--- src/rtl/sr_pkg.sv ---
// Shared definitions for the layer serializer: byte width, FSM state encoding and a
// width helper used to size counters.
package sr_pkg;

    localparam int unsigned BYTE_W = 8;

    typedef enum logic [1:0] {
        S_IDLE  = 2'd0,
        S_SHIFT = 2'd1,
        S_PAD   = 2'd2
    } sr_state_e;

    // Bits needed to hold values 0..n-1; never returns less than 1.
    function automatic int unsigned sr_clog2(input int unsigned n);
        int unsigned w;
        w = 1;
        while ((32'd1 << w) < n) begin
            w = w + 1;
        end
        return w;
    endfunction

endpackage

--- src/rtl/stream_pos_counter.sv ---
// Column/row position tracker for a raster byte stream. Decodes row and frame ends for both
// the current position and the position after this cycle's increment.
module stream_pos_counter
    import sr_pkg::*;
#(
    parameter int unsigned ROW_LENGTH = 28,
    parameter int unsigned NUM_ROWS   = 28,
    localparam int unsigned COL_W     = sr_clog2(ROW_LENGTH),
    localparam int unsigned ROW_W     = sr_clog2(NUM_ROWS)
) (
    input  logic             clock,
    input  logic             reset,
    input  logic             inc,
    output logic [COL_W-1:0] col,
    output logic [ROW_W-1:0] row,
    output logic             row_last,
    output logic             frame_last,
    output logic             row_last_nxt,
    output logic             frame_last_nxt
);

    localparam logic [COL_W-1:0] COL_MAX = COL_W'(ROW_LENGTH - 1);
    localparam logic [ROW_W-1:0] ROW_MAX = ROW_W'(NUM_ROWS - 1);

    logic [COL_W-1:0] col_q, col_d;
    logic [ROW_W-1:0] row_q, row_d;

    always_comb begin
        row_last   = (col_q == COL_MAX);
        frame_last = row_last && (row_q == ROW_MAX);
        col_d      = col_q;
        row_d      = row_q;
        if (inc) begin
            if (row_last) begin
                col_d = '0;
                row_d = frame_last ? '0 : row_q + 1'b1;
            end else begin
                col_d = col_q + 1'b1;
            end
        end
        // Lookahead lets a caller register flags for the byte it is about to present.
        row_last_nxt   = (col_d == COL_MAX);
        frame_last_nxt = row_last_nxt && (row_d == ROW_MAX);
    end

    always_ff @(posedge clock or posedge reset) begin
        if (reset) begin
            col_q <= '0;
            row_q <= '0;
        end else begin
            col_q <= col_d;
            row_q <= row_d;
        end
    end

    assign col = col_q;
    assign row = row_q;

endmodule

--- src/rtl/layer_serializer.sv ---
// Parallel-in/serial-out byte streamer with row/frame end flags for a line-buffer input.
// Define LAYER_SER_PAD_EN to append PAD_WIDTH zero bytes after every row.
module layer_serializer
    import sr_pkg::*;
#(
    parameter int unsigned NUM_WORDS  = 4,
    parameter int unsigned ROW_LENGTH = 28,
    parameter int unsigned NUM_ROWS   = 28,
    parameter int unsigned PAD_WIDTH  = 1
) (
    input  logic                          clock,
    input  logic                          reset,
    input  logic [BYTE_W*NUM_WORDS-1:0]   p_in,
    input  logic                          p_in_valid,
    output logic                          p_in_ready,
    output logic [BYTE_W-1:0]             shift_out,
    output logic                          shift_out_valid,
    input  logic                          shift_out_ready,
    output logic                          row_end,
    output logic                          frame_end
);

    localparam int unsigned VEC_W  = BYTE_W * NUM_WORDS;
    localparam int unsigned WORD_W = sr_clog2(NUM_WORDS);
    localparam int unsigned COL_W  = sr_clog2(ROW_LENGTH);
    localparam int unsigned ROW_W  = sr_clog2(NUM_ROWS);
    localparam logic [WORD_W-1:0] WORD_MAX = WORD_W'(NUM_WORDS - 1);

    sr_state_e         state_q, state_d;
    logic [BYTE_W-1:0] shift_q, shift_d;
    logic [VEC_W-1:0]  rest_q, rest_d;
    logic [WORD_W-1:0] word_q, word_d;
    logic              valid_q, valid_d;
    logic              row_end_q, row_end_d;
    logic              frame_end_q, frame_end_d;

    logic              accept;
    logic              last_word;
    logic              take;
    logic              adv;
    logic              cnt_inc;
    logic [COL_W-1:0]  col;
    logic [ROW_W-1:0]  row;
    logic              row_last;
    logic              frame_last;
    logic              row_last_nxt;
    logic              frame_last_nxt;
    logic              unused_pos;

`ifdef LAYER_SER_PAD_EN
    localparam int unsigned PAD_W = sr_clog2(PAD_WIDTH);
    localparam logic [PAD_W-1:0] PAD_MAX = PAD_W'(PAD_WIDTH - 1);

    logic [PAD_W-1:0] pad_q, pad_d;
    logic [PAD_W-1:0] pad_inc;

    assign pad_inc    = pad_q + 1'b1;
    assign unused_pos = ^{col, row_last_nxt, frame_last_nxt};
`else
    assign unused_pos = ^{col, row, row_last, frame_last, PAD_WIDTH};
`endif

    assign accept    = valid_q & shift_out_ready;
    assign last_word = (word_q == WORD_MAX);
    // Position advances only on accepted data bytes, never on pad bytes.
    assign cnt_inc   = accept & (state_q == S_SHIFT);

    stream_pos_counter #(
        .ROW_LENGTH (ROW_LENGTH),
        .NUM_ROWS   (NUM_ROWS)
    ) u_pos (
        .clock          (clock),
        .reset          (reset),
        .inc            (cnt_inc),
        .col            (col),
        .row            (row),
        .row_last       (row_last),
        .frame_last     (frame_last),
        .row_last_nxt   (row_last_nxt),
        .frame_last_nxt (frame_last_nxt)
    );

    always_comb begin
        state_d     = state_q;
        shift_d     = shift_q;
        rest_d      = rest_q;
        word_d      = word_q;
        valid_d     = valid_q;
        row_end_d   = row_end_q;
        frame_end_d = frame_end_q;
        p_in_ready  = 1'b0;
        take        = 1'b0;
        adv         = 1'b0;
`ifdef LAYER_SER_PAD_EN
        pad_d       = pad_q;
`endif

        case (state_q)
            S_IDLE: begin
                p_in_ready = 1'b1;
                take       = p_in_valid;
            end
            S_SHIFT: begin
                if (accept) begin
`ifdef LAYER_SER_PAD_EN
                    if (row_last) begin
                        state_d     = S_PAD;
                        pad_d       = '0;
                        shift_d     = '0;
                        row_end_d   = (PAD_MAX == '0);
                        frame_end_d = (PAD_MAX == '0) && frame_last;
                    end else
`endif
                    if (last_word) begin
                        p_in_ready = 1'b1;
                        take       = p_in_valid;
                        if (!p_in_valid) begin
                            valid_d = 1'b0;
                            state_d = S_IDLE;
                        end
                    end else begin
                        adv = 1'b1;
                    end
                end
            end
`ifdef LAYER_SER_PAD_EN
            S_PAD: begin
                if (accept) begin
                    if (pad_q == PAD_MAX) begin
                        // No reload from pad: the next load waits for IDLE.
                        if (last_word) begin
                            valid_d = 1'b0;
                            state_d = S_IDLE;
                        end else begin
                            adv = 1'b1;
                        end
                    end else begin
                        pad_d       = pad_inc;
                        row_end_d   = (pad_inc == PAD_MAX);
                        frame_end_d = (pad_inc == PAD_MAX) && (row == '0);
                    end
                end
            end
`endif
            default: begin
                state_d = S_IDLE;
            end
        endcase

        if (take || adv) begin
            state_d = S_SHIFT;
            valid_d = 1'b1;
`ifdef LAYER_SER_PAD_EN
            row_end_d   = 1'b0;
            frame_end_d = 1'b0;
`else
            row_end_d   = row_last_nxt;
            frame_end_d = frame_last_nxt;
`endif
        end
        if (take) begin
            shift_d = p_in[BYTE_W-1:0];
            rest_d  = p_in >> BYTE_W;
            word_d  = '0;
        end
        if (adv) begin
            shift_d = rest_q[BYTE_W-1:0];
            rest_d  = rest_q >> BYTE_W;
            word_d  = word_q + 1'b1;
        end
    end

    always_ff @(posedge clock or posedge reset) begin
        if (reset) begin
            state_q     <= S_IDLE;
            shift_q     <= '0;
            rest_q      <= '0;
            word_q      <= '0;
            valid_q     <= 1'b0;
            row_end_q   <= 1'b0;
            frame_end_q <= 1'b0;
        end else begin
            state_q     <= state_d;
            shift_q     <= shift_d;
            rest_q      <= rest_d;
            word_q      <= word_d;
            valid_q     <= valid_d;
            row_end_q   <= row_end_d;
            frame_end_q <= frame_end_d;
        end
    end

`ifdef LAYER_SER_PAD_EN
    always_ff @(posedge clock or posedge reset) begin
        if (reset) begin
            pad_q <= '0;
        end else begin
            pad_q <= pad_d;
        end
    end
`endif

    assign shift_out       = shift_q;
    assign shift_out_valid = valid_q;
    assign row_end         = row_end_q;
    assign frame_end       = frame_end_q;

endmodule

--- config.mk ---
export PLATFORM = sky130hd
export DESIGN_NAME = layer_serializer
export DESIGN_NICKNAME = d
export VERILOG_FILES = /design/src/rtl/sr_pkg.sv /design/src/rtl/stream_pos_counter.sv /design/src/rtl/layer_serializer.sv
export SDC_FILE = /design/constraint.sdc
export NUM_CORES = 1
export LEC_CHECK = 0
export CAP_MARGIN = 30
export CORE_MARGIN = 2
export CORE_UTILIZATION = 45
export DETAILED_ROUTE_END_ITERATION = 10
export PLACE_DENSITY = 0.76
export SKIP_CTS_REPAIR_TIMING = 1
export SLEW_MARGIN = 20
export SYNTH_ARGS = -nofsm -noshare
export SYNTH_HDL_FRONTEND = slang
export SYNTH_SLANG_ARGS = --single-unit
--- constraint.sdc ---
create_clock -name clock -period 1.41 [get_ports clock]
set_input_delay 0.2115 -clock clock [delete_from_list [all_inputs] [get_ports clock]]
set_output_delay 0.2115 -clock clock [all_outputs]
set_load 0.01 [all_outputs]
### After elaboration in Yosys (flattened, before gate mapping)

Cells that the tools add are included.

* word-level logic and storage cells: 65
* output and inout port bits: 12
* input bits: 36
* register bits: 57

* equality and inequality tests: 11
* reductions and logical operators: 10
* bitwise gates (word level): 2
* add/subtract/negate cells: 3
* mux-type cells: 30

Operators with widths (number)
* two-way mux 32 bit: 2
* two-way mux 5 bit: 5
* == test 5 bit (second input constant): 4
* two-way mux 8 bit: 2
* two-way mux 1 bit: 12
* two-way mux 2 bit: 6
* adder 5 x 1 -> 5 bit (second input constant): 2
* inequality test 3 x 2 -> 1 bit (second input constant): 3
* AND reduction 4 bit: 2
* nonzero test 2 bit: 4
* one-hot mux 1 bit (2 select lines): 2
* one-hot mux 2 bit (2 select lines): 1
* adder 2 x 1 -> 2 bit (second input constant): 1
* bitwise AND 1 bit: 2
* == test 2 x 1 -> 1 bit (second input constant): 1
* == test 2 bit (second input constant): 1
* logical AND 1 bit: 2
* zero test 2 bit: 1
* inequality test 2 x 1 -> 1 bit (second input constant): 1
* inequality test 2 bit (second input constant): 1
* logical OR 1 bit: 1

### Depth between registers and ports, before layout

* word-level depth: 7
* gate-level depth with buffers: 7

### By module

A second synthesis with hierarchy kept.

* cells, all modules: 270
* area, all modules: 2536.2 µm²

By module, submodules not included
* layer_serializer: instances 1, area an instance 1909.3 µm², cells an instance 209
* stream_pos_counter: instances 1, area an instance 626.9 µm², cells an instance 61

### Worst setup path before layout

OpenSTA, ideal clock, no wires.

* path type: reg-to-reg
* start point: reg word_q[0]
* end point: reg frame_end_q (netlist: frame_end)
* period minus slack after synthesis: 1441 ps
* data arrival time: 1349 ps
* cell stages (with the launch flop): 8
* path buffers: 1
* slack: -31 ps
* data required time: 1318 ps
* library setup time: 92 ps
* cells stage by stage: dfrtp_1 > ha_1 > a21boi_2 > inv_2 > nand2_2 > buf_2 > nand3_1 > o31ai_2

* longest elaborated chain between the ends: 5
* elaborated cells between the ends (all ways): 8
* those cells by class: eq/ne (1); mux (6); reduce/logical (1)

RTL lines
* start: declaration: line layer_serializer.sv:32 `logic [WORD_W-1:0] word_q, word_d;`
* start signal: assignment: line layer_serializer.sv:186 `word_q <= word_d;`
* == test 2 bit *: line layer_serializer.sv:64 `assign last_word = (word_q == WORD_MAX);`
* two-way mux 1 bit: line layer_serializer.sv:114 `if (last_word) begin`
* two-way mux 1 bit: line layer_serializer.sv:104 `if (accept) begin`
* one-hot mux 1 bit (2 select lines) / two-way mux 1 bit (equally long branches): line layer_serializer.sv:98 `case (state_q)`
* logical OR 1 bit *: line layer_serializer.sv:150 `if (take || adv) begin`
* end signal: assignment: line layer_serializer.sv:189 `frame_end_q <= frame_end_d;`
* end: declaration: line layer_serializer.sv:35 `logic frame_end_q, frame_end_d;`

Every way passes the cells marked *; elsewhere a longest branch is shown, timed or not.
A chain may end at the register's enable or synchronous reset.

### Worst setup path after layout

* start point: reg u_pos.col_q[0] (netlist: u_pos.col[0])
* end point: reg row_end_q (netlist: row_end)

* longest elaborated chain between the ends: 4
* elaborated cells between the ends (all ways): 5
* those cells by class: add/sub (1); eq/ne (2); mux (2)

RTL lines
* start: declaration: line stream_pos_counter.sv:25 `logic [COL_W-1:0] col_q, col_d;`
* start signal: assignment: line stream_pos_counter.sv:51 `col_q <= col_d;`
* adder 5 x 1 -> 5 bit / == test 5 bit (equally long branches): line stream_pos_counter.sv:38, stream_pos_counter.sv:29
* two-way mux 5 bit *: line stream_pos_counter.sv:34 `if (row_last) begin`
* two-way mux 5 bit *: line stream_pos_counter.sv:33 `if (inc) begin`
* via u_pos.col_d[4]: line stream_pos_counter.sv:25
* == test 5 bit *: line stream_pos_counter.sv:42 `row_last_nxt = (col_d == COL_MAX);`
* end signal: assignment: line layer_serializer.sv:188 `row_end_q <= row_end_d;`
* end: declaration: line layer_serializer.sv:34 `logic row_end_q, row_end_d;`

Mark *: on every way through the listed nets, which the timed path passes. The rest lies on a longest branch.

==> flow_summary_export.csv <==
group,metric,value,unit
status,violations,"negative setup slack",
setup_path,path_max_fanout,4,
setup_path,critical_path_required,1560,ps
placed_design,io_buffers,47,
synth,synth_cell_types,38,
pwr,total_leakage_power,1.591,nW
sta,min_period,1551,ps
final_layout,num-nets-final,342,
setup_path,end_kind,"flop",
floorplanning,std_cell_rows,25,
synth,synthCells,228,
synth,synth_top_area_frac,0.5462,
global_routing,use_met3,0.03039,
pwr,p_per_area,1749,nW/um2
final_layout,fillers,298,
floorplanning,io_pins,48,
synth,synth_seq_area_share,0.5462,
setup_path,worstPathArrival,1700,ps
global_routing,top_usage_layer,"met2",
setup_path,cp-start-kind,"flop",
synth,yosys-top-cells-count,"54 x nor2_1, 47 x dfrtp_1, 27 x nand2_1",
global_routing,grt_pass1_wl,8204,um
route,wirelength,6070,um
floorplanning,core,4661,um2
clock_network,clk_pin_slew,80,ps
synth,ys_ff_latch,47,
route,vias,1975,
sta,hold_violations,0,
sta,clock_skew,7.211,ps
synth,syn-mean-instance-area,9.444,um2
clock_network,clock_sinks,47,
pwr,max-vdd-ir-drop,1.077,mV
status,status,"finished, violations left",
floorplanning,fp.dieH,73.18,um
setup_path,reg2reg_to,"row_end",
route,drc,0,
global_routing,antenna_found_initial,0,
synth,syn-num-nets,267,
sta,fin_ws,-141.3,ps
placed_design,hpwl,3431,um
global_routing,grt_use_met2,0.3023,
floorplanning,die_width,73.18,um
setup_path,rrSetupSlack,-140,ps
synth,synth_area,2153,um2
global_routing,use_met1,0.2858,
global_routing,grt_max_degree,28,
global_routing,gr-total-overflow,0,
clock_network,cts_buffer_depth,2,
clock_network,clk_latency,300,ps
sta,min_period_over_period,1.100,
sta,slew_violations,0,
sta,worst_pin_slew,357.6,ps
floorplanning,start_util,0.4620,
placed_design,placed_area,2868,um2
final_layout,areaGrowthSynthToFinish,61.71,%
route,drtPass1Iterations,4,
sta,setup_viol,37,
final_layout,final_layout_size_suffix_gt1_frac,0.3158,
floorplanning,fp.dieArea,5355,um2
setup_path,worstReg2RegStart,"u_pos.col[0]",
min_path,hold_class,"input port to asynchronous set/reset pin",
clock_network,root_buffer,"clkbuf_8",
flow_run,drv_cap,0,
global_routing,grt_pass1_vias,1791,
route,vias_per_cell,5.517,
sta,maxSlewHeadroom,0.7614,
synth,yosys.area.top_type,"dfrtp_1",
clock_network,cts_tree,"done",
route,final_antenna_net_count,0,
route,wl_per_cell,16.96,um
synth,yosys-top-cells-area,"dfrtp_1 55%, nor2_1 9.4%, o22ai_1 7.0%",
synth,synth_flop_cell,"dfrtp_1",
final_layout,antenna_cells,0,
clock_network,cts_max_level,2,
route,drt_iter0_markers,74,
sta,rsz0062_at_grt,"yes",
final_layout,final_area,3482,um2
placed_design,place.gp.congestion,0.8605,
global_routing,grtUsageTotal,0.1979,
setup_path,worstSetupPathType,"flop to flop",
setup_path,rr_worst_depth,5,
synth,ys_async_sr_fraction,1.000,
sta,max_freq,0.6446,GHz
pwr,finalPower,6.090,mW
clock_network,cts_made_buffers,5,
synth,yosysMostFrequentCell,"nor2_1",
synth,synth_edf_count,0,
synth,synth_warnings,0,
## cell type report
cell class / count / area [um2] / area share
multi-input cells: 164 / 1194 / 0.3428
inverters: 6 / 22.52 / 0.006468
clock inverters: 2 / 60.06 / 0.01725
flip-flops and latches: 47 / 1177 / 0.3381
well taps: 54 / 67.56 / 0.01940
repair buffers: 79 / 888.4 / 0.2551
clock buffers: 6 / 72.57 / 0.02084
## power breakdown
| group | switching (mW) | total, mW | internal (mW) |
|---|---|---|---|
| sequential | 0.427 | 2.29 | 1.86 |
| combinational | 1.23 | 2.63 | 1.40 |
| clock | 0.455 | 1.16 | 0.709 |
| total | 2.11 | 6.09 | 3.98 |
## flip-flops by register name (all words and copies together) (netlist names)
signal and count:
rest_q 24, shift_out 8, u_pos.col 5, u_pos.row 5, word_q 2, frame_end 1
row_end 1, state_q 1
## layout by cell type (no fill, tap or decap), types with 2 or more instances in the layout
cell,count
nor2_1,51
dfrtp_1,46
clkdlybuf4s50_1,34
nand2_1,27
buf_4,20
o22ai_2,17
dlymetal6s2s_1,12
nand3_2,10
a21oi_1,6
buf_12,6
nand3_1,5
clkbuf_8,5
inv_1,4
o22ai_4,4
o21ai_0,4
clkbuf_16,4
nor2_2,3
nand3b_1,3
o22ai_1,3
inv_2,2
o21ai_2,2
nor2b_1,2
ha_4,2
bufinv_16,2
buf_6,2
## worst max-delay path, stage by stage, from the launching register on
cell and delay (ps):
dfrtp_1 410, ha_4 180, and4_4 250, mux2_4 310, o2111ai_2 100, o21ai_0 150
## how the worst max path moves through the flow
stage	from	cells past startpoint	endpoint	slack (ps)
CTS	word_q[0]	4	p_in_ready	-420
detailed placement	shift_out_ready	5	frame_end	-410
global route	state_q[0]	5	row_end	-200
global placement	shift_out_ready	6	rest_q[12]	-360
floorplan	u_pos.col[1]	5	row_end	3
finish	u_pos.col[0]	5	row_end	-140
## cell families after synthesis
| family | after synthesis | synth area share |
|---|---|---|
| AO/OA/AOI/OAI | 46 | 0.1458 |
| XOR/XNOR | 1 | 0.004068 |
| adder cells (fa/ha/maj) | 3 | 0.01743 |
| buffers and inverters | 17 | 0.04125 |
| flip-flops | 47 | 0.5462 |
| multiplexers | 3 | 0.01685 |
| AND/OR/NAND/NOR | 111 | 0.2284 |
## metal layers
| metal | up-vias | part of all wire |
|---|---|---|
| met3 | 7 | 0.037 |
| met4 | 0 | 0.017 |
| met1 | 979 | 0.44 |
| met5 | - | 0 |
| li1 | 940 | - |
| met2 | 49 | 0.50 |
## metrics by stage
stage          TNS [ps]  instances  hold slack [ps]  setup WS [ps]  utilization
2_1_floorplan         0        228            316.9          3.477            -
3_3_place_gp     -12830        339            477.1         -361.3       0.6153
3_5_place_dp     -13660        339            486.2         -411.2       0.6153
4_1_cts           -2429        347            184.1         -417.0       0.6438
5_1_grt           -4650        358            193.7         -199.6       0.7471
6_report          -1751        358            180.7         -141.3       0.7471
No activity file was read; power rests on OpenSTA's default activity.
==> variant 1, RTL diff (same settings) <==
`shift_q` and `word_q` no longer have a reset.
--- a/src/rtl/layer_serializer.sv
+++ b/src/rtl/layer_serializer.sv
@@ -173,21 +173,22 @@
     always_ff @(posedge clock or posedge reset) begin
         if (reset) begin
             state_q     <= S_IDLE;
-            shift_q     <= '0;
             rest_q      <= '0;
-            word_q      <= '0;
             valid_q     <= 1'b0;
             row_end_q   <= 1'b0;
             frame_end_q <= 1'b0;
         end else begin
             state_q     <= state_d;
-            shift_q     <= shift_d;
             rest_q      <= rest_d;
-            word_q      <= word_d;
             valid_q     <= valid_d;
             row_end_q   <= row_end_d;
             frame_end_q <= frame_end_d;
         end
+    end
+
+    always_ff @(posedge clock) begin
+        shift_q <= shift_d;
+        word_q  <= word_d;
     end
 
 `ifdef LAYER_SER_PAD_EN
Behaviour: not the same (a bounded check fails within 4 cycles, from zero or initial values and one cycle with reset high).
==> variant 1 against the unedited design <==
  * The flow still finishes with violations (setup timing)
  * Clock power is 30% lower
  * Setup slack lost 69 ps
  * Area after synthesis is 4.0% lower
  * Sequential share of layout area up 1.9 points
  * Critical path type unchanged
  * Highest routed layer unchanged
  * Largest power group is now registers
  * Sequential cell count stayed put
  * Synthesized cell count down 18%
  * Critical path depth is 2 higher
  * Routed wire length shrank 6.5%
  * Power fell by 30%
  * Sequential power decreased by 17%
  * Combinational power is 41% lower
  * Cell area down 1.4%
  * Count of clock-buffer cells in the layout stayed put
==> variant 1: results (changes against the unedited design) <==
** GRT
- The met1 usage in global routing was 24.98% (was 28.58%).
- The met2 routing resource usage after global routing came to 28.60% (was 30.23%).
- The maximum number of pins on one net before global-route repair was 38 (was 28).
- The global routing met3 resource utilization was 5.626% (was 3.039%).
- Global-route wire length before repair :: 7.238 mm (was 8.204 mm)
- The all-layer global routing usage came to 18.41% (was 19.79%).

** Layout
- Layout cells sized above 1 :: 34.19% (was 31.58%)
- Share of the final layout cell area in sequential cells :: 35.73% (was 33.81%)
- The non-clock inverter count in the final layout is 7 (was 6).
- The number of fill cells came to 265 (was 298).
- Number of nets in the layout :: 310 (was 342)
- The relative area of clock buffers and inverters in the final design was 2.515% (was 3.809%).

** Setup path
- The critical-path maximum fanout was 5 (was 4).
- Crit path DAT :: 1820 ps (was 1700 ps)
- Destination of the critical timing path :: frame_end$_DFFE_PP0P_ (was row_end$_DFFE_PP0P_)

** Outcome
- Outcome :: complete, but fails checks (unchanged)
- Violations in the final reports :: setup timing (unchanged)

** Timing
- Setup-violating endpoint count in the final report :: 49 (was 37)
- The final worst-path setup slack came to -210.3 ps (was -141.3 ps).
- Actual transition at the worst max-transition pin :: 389.4 ps (was 357.6 ps)
- Total negative slack for setup checks :: -4121 ps (was -1751 ps)

** Placement
- Post-DP Area :: 2879 um^2 (was 2868 um^2)
- The routability-driven placement congestion ratio was 0.8386 (was 0.8605).

** Synthesis
- Nets in the synthesized netlist :: 226 (was 267)

** Detailed routing
- Number of DRC markers in iteration 0 :: 114 (was 74)
- Overall via count from detail_route :: 1784 (was 1975)
- Vias per std cell :: 5.506 (was 5.517)
- The total detailed-routing wirelength came to 5.673 mm (was 6.070 mm).
- The met1 wire length was 2.373 mm (was 2.695 mm).

** Pwr
- The power density normalized to cell area came to 1246 nW/um^2 (was 1749 nW/um^2).
- Max rail drop VDD :: 803.1 uV (was 1077 uV)

** Floorplan
- Total core area :: 4384 um^2 (was 4661 um^2)
[variant 1: cell count changes after synthesis, sizes merged, moves of 9 or more]
cell | before | now
dfrtp | 47 | 37
edfxtp | 0 | 10
mux2 | 2 | 11
nand2 | 28 | 18
nand3 | 15 | 5
nor2 | 54 | 35
o22ai | 24 | 15
[variant 1: worst min path at each step]
| stage | from | endpoint | slack (ps) |
|---|---|---|---|
| global placement | rest_q[15]$_DFFE_PP0P_ | rest_q[7]$_DFFE_PP0P_ | 490 |
| floorplan | p_in_valid | state_q[0]$_DFFE_PP0P_ | 320 |
| finish | reset | u_pos.col[1]$_DFF_PP0_ | 250 |
| CTS | reset | rest_q[10]$_DFFE_PP0P_ | 270 |
| global route | reset | u_pos.col[1]$_DFF_PP0_ | 310 |
| detailed placement | frame_end$_DFFE_PP0P_ | frame_end$_DFFE_PP0P_ | 470 |
[variant 1: worst max-delay path, stage by stage, from the launching register on]
cell and delay (ps):
dfrtp_1 430, ha_4 190, nand3_4 70, nor3_4 50
buf_6 140, nor3_4 180, nand4_1 170, o41ai_2 290
[variant 1: logic make-up (layout without fill, tap and decap cells)]
group,count (synthesis),in the layout,synth area share [%]
xor+xnor,3,3,1.271
fa+ha+maj,3,3,1.815
mux,11,11,5.989
simple gates,72,72,16.15
flops,47,47,59.29
buf+inv,15,100,2.903
compound gates,36,36,12.58
[variant 1: report_power, final]
group          switching (W)  internal, W  total, W
Sequential          0.000216      0.00168   0.00190
Combinational       0.000666     0.000899   0.00156
Clock               0.000465     0.000351  0.000816
==> variant 2, RTL diff (same settings) <==
Made on the original files. The parameter `NUM_WORDS` goes from 4 to 8.
--- a/src/rtl/layer_serializer.sv
+++ b/src/rtl/layer_serializer.sv
@@ -3,7 +3,7 @@
 module layer_serializer
     import sr_pkg::*;
 #(
-    parameter int unsigned NUM_WORDS  = 4,
+    parameter int unsigned NUM_WORDS  = 8,
     parameter int unsigned ROW_LENGTH = 28,
     parameter int unsigned NUM_ROWS   = 28,
     parameter int unsigned PAD_WIDTH  = 1
Interface: changed (resized p_in); port bits go from 48 to 80. No check against the original RTL was run, so the function may have changed too.
==> variant 2 against the unedited design <==
  * The run still ends with setup timing left
  * Via count grew 68%
  * Sequential cell count grew 33
  * Area after synthesis grew 69%
  * Cell area grew 56%
  * Hold slack gained 4.3 ps
  * Power grew 36%
  * Setup slack lost 160 ps
  * Die area grew 65%
  * Routed wire length grew 67%
  * Largest cell class is now flip-flops and latches
==> variant 2: results (changes against the unedited design) <==
** Placement
- Final RePlAce weighted congestion :: 0.8327 (was 0.8605)
- Input/output buffers :: 79 (was 47)
- Post-DP HPWL :: 6.340 mm (was 3.431 mm)

** Timing
- The summed negative setup slack over all endpoints was -19200 ps (was -1751 ps).
- Least setup slack across all paths after layout :: -301.4 ps (was -141.3 ps)
- The transition time at the pin with the least slew margin was 381.7 ps (was 357.6 ps).
- The final worst clock skew is 8.380 ps (was 7.211 ps).
- Setup-violating endpoint count in the final report :: 74 (was 37)

** Layout
- The total area of sequential cells came to 2003 um^2 (was 1177 um^2).
- Clock buffer instance count of the final layout :: 10 (was 6)
- Buffer count excluding the clock tree in the final layout :: 120 (was 79)
- The number of combinational gates with multiple inputs is 282 (was 164).
- Multi-input gate share of the layout cell area :: 31.49% (was 34.28%)
- Seq Cell Count :: 80 (was 47)
- The relative area of clock buffers and inverters in the final design is 4.666% (was 3.809%).
- The number of fill cells is 597 (was 298).
- The non-clock inverter count in the final layout came to 7 (was 6).
- The final layout net count is 572 (was 342).
- Non-clock buffering overhead :: 23.95% (was 25.51%)
- Number of flip-flops in the largest register :: 56 (was 24)

** Setup path
- The largest incremental delay on the critical path is 390 ps (was 410 ps).
- Maximum net fanout on the critical path :: 26 (was 4)

** Detailed routing
- The per-cell via count in the routed design was 5.478 (was 5.517).
- The total detailed-routing wirelength was 10.14 mm (was 6.070 mm).
- Drt pass-1 iters :: 4 (unchanged)
- Number of DRC markers in iteration 0 :: 247 (was 74)

** Outcome
- Outcome :: complete, but fails checks (unchanged)
- Violations in the final reports :: setup timing (unchanged)

** Pwr
- Leak :: 2.418 nW (was 1.591 nW)
- Max rail drop VDD :: 727.3 uV (was 1077 uV)
- Sw Pwr :: 0.002637 W (was 0.002114 W)
- Total power of the final layout :: 0.008255 W (was 0.006090 W)
- The power in the clock group is 0.00212 W (was 0.00116 W).
- Portion of total power attributed to sequential cells :: 42.0% (was 37.6%)

** Clocking
- Clock buffers created by TritonCTS :: 9 (was 5)
- Max H-tree Level :: 3 (was 2)
- Clk Latency, worst-skew pair :: 360 ps (was 300 ps)

** Synthesis
- Synth cell types :: 39 (was 38)
- Top area cells in the synthesized netlist: dfrtp_1, nand2_1, nor2_1, a31oi_1, o22ai_1 (was dfrtp_1, nor2_1, o22ai_1, nand2_1, nand3_1).
- The number of nets produced by synthesis was 466 (was 267).
- Top cells by instance count after synthesis: nand2_1, dfrtp_1, nor2_1, a31oi_1, o22ai_1 (was nor2_1, dfrtp_1, nand2_1, o22ai_1, nand3_1).

** GRT
- The wire length of the first global-routing pass was 14.77 mm (was 8.204 mm).
- The via count of the first global-routing pass was 3168 (was 1791).
- Met2 usage :: 35.60% (was 30.23%)
- The maximum number of pins on one net before global-route repair was 53 (was 28).
- Gr usage total :: 21.52% (was 19.79%)
- Global routing usage on met3 :: 3.531% (was 3.039%)
- The met1 usage in global routing was 28.46% (was 28.58%).
## variant 2: per-layer routing
metal | share of wire, % | vias to the layer above
met4 | 1.4 | 0
met3 | 4.7 | 13
met2 | 52 | 106
li1 | - | 1574
met5 | 0 | -
met1 | 42 | 1632
## variant 2: worst max-delay path, delay by kind of cell, from the launching register on
kind	cells	cell delay, ps
AOI/OAI and AO/OA	2	330
DFF	1	390
adders and majority gates	2	380
and+or+nand+nor	1	260
buffers and inverters	1	220
## variant 2: stage by stage
stage               hold slack (ps)  utilization [%]  setup WS, ps  area (um^2)  cells
finish                        185.0            69.73        -301.4         5416    607
CTS                           191.8            64.66        -644.5         5022    595
global route                  204.9            69.73        -365.0         5416    607
detailed placement            481.6            61.40        -504.6         4770    579
global placement              479.8            61.40        -397.4         4770    579
floorplan                     314.4                -        -214.9         3732    394
## variant 2: cell families after synthesis
group	count (synthesis)	share of synthesized area, %
AO/OA/AOI/OAI	85	16.32
XOR/XNOR	2	0.4820
adder cells (fa/ha/maj)	4	1.377
buffers and inverters	33	4.269
flip-flops	80	55.08
multiplexers	5	1.515
AND/OR/NAND/NOR	185	20.96
## variant 2: final timing paths
check	start	endpoint	slack, ps	depth (start not counted)
max	word_q[1]$_DFFE_PP0P_	rest_q[8]$_DFFE_PP0P_	-300	6
min	reset	shift_out[5]$_DFFE_PP0P_	180	2
max reg2reg	word_q[1]$_DFFE_PP0P_	rest_q[8]$_DFFE_PP0P_	-300	6
min reg2reg	row_end$_DFFE_PP0P_	row_end$_DFFE_PP0P_	490	2
max in group asynchronous	reset	state_q[0]$_DFFE_PP0P_	750	3
min in group clock	p_in[32]	rest_q[24]$_DFFE_PP0P_	400	3
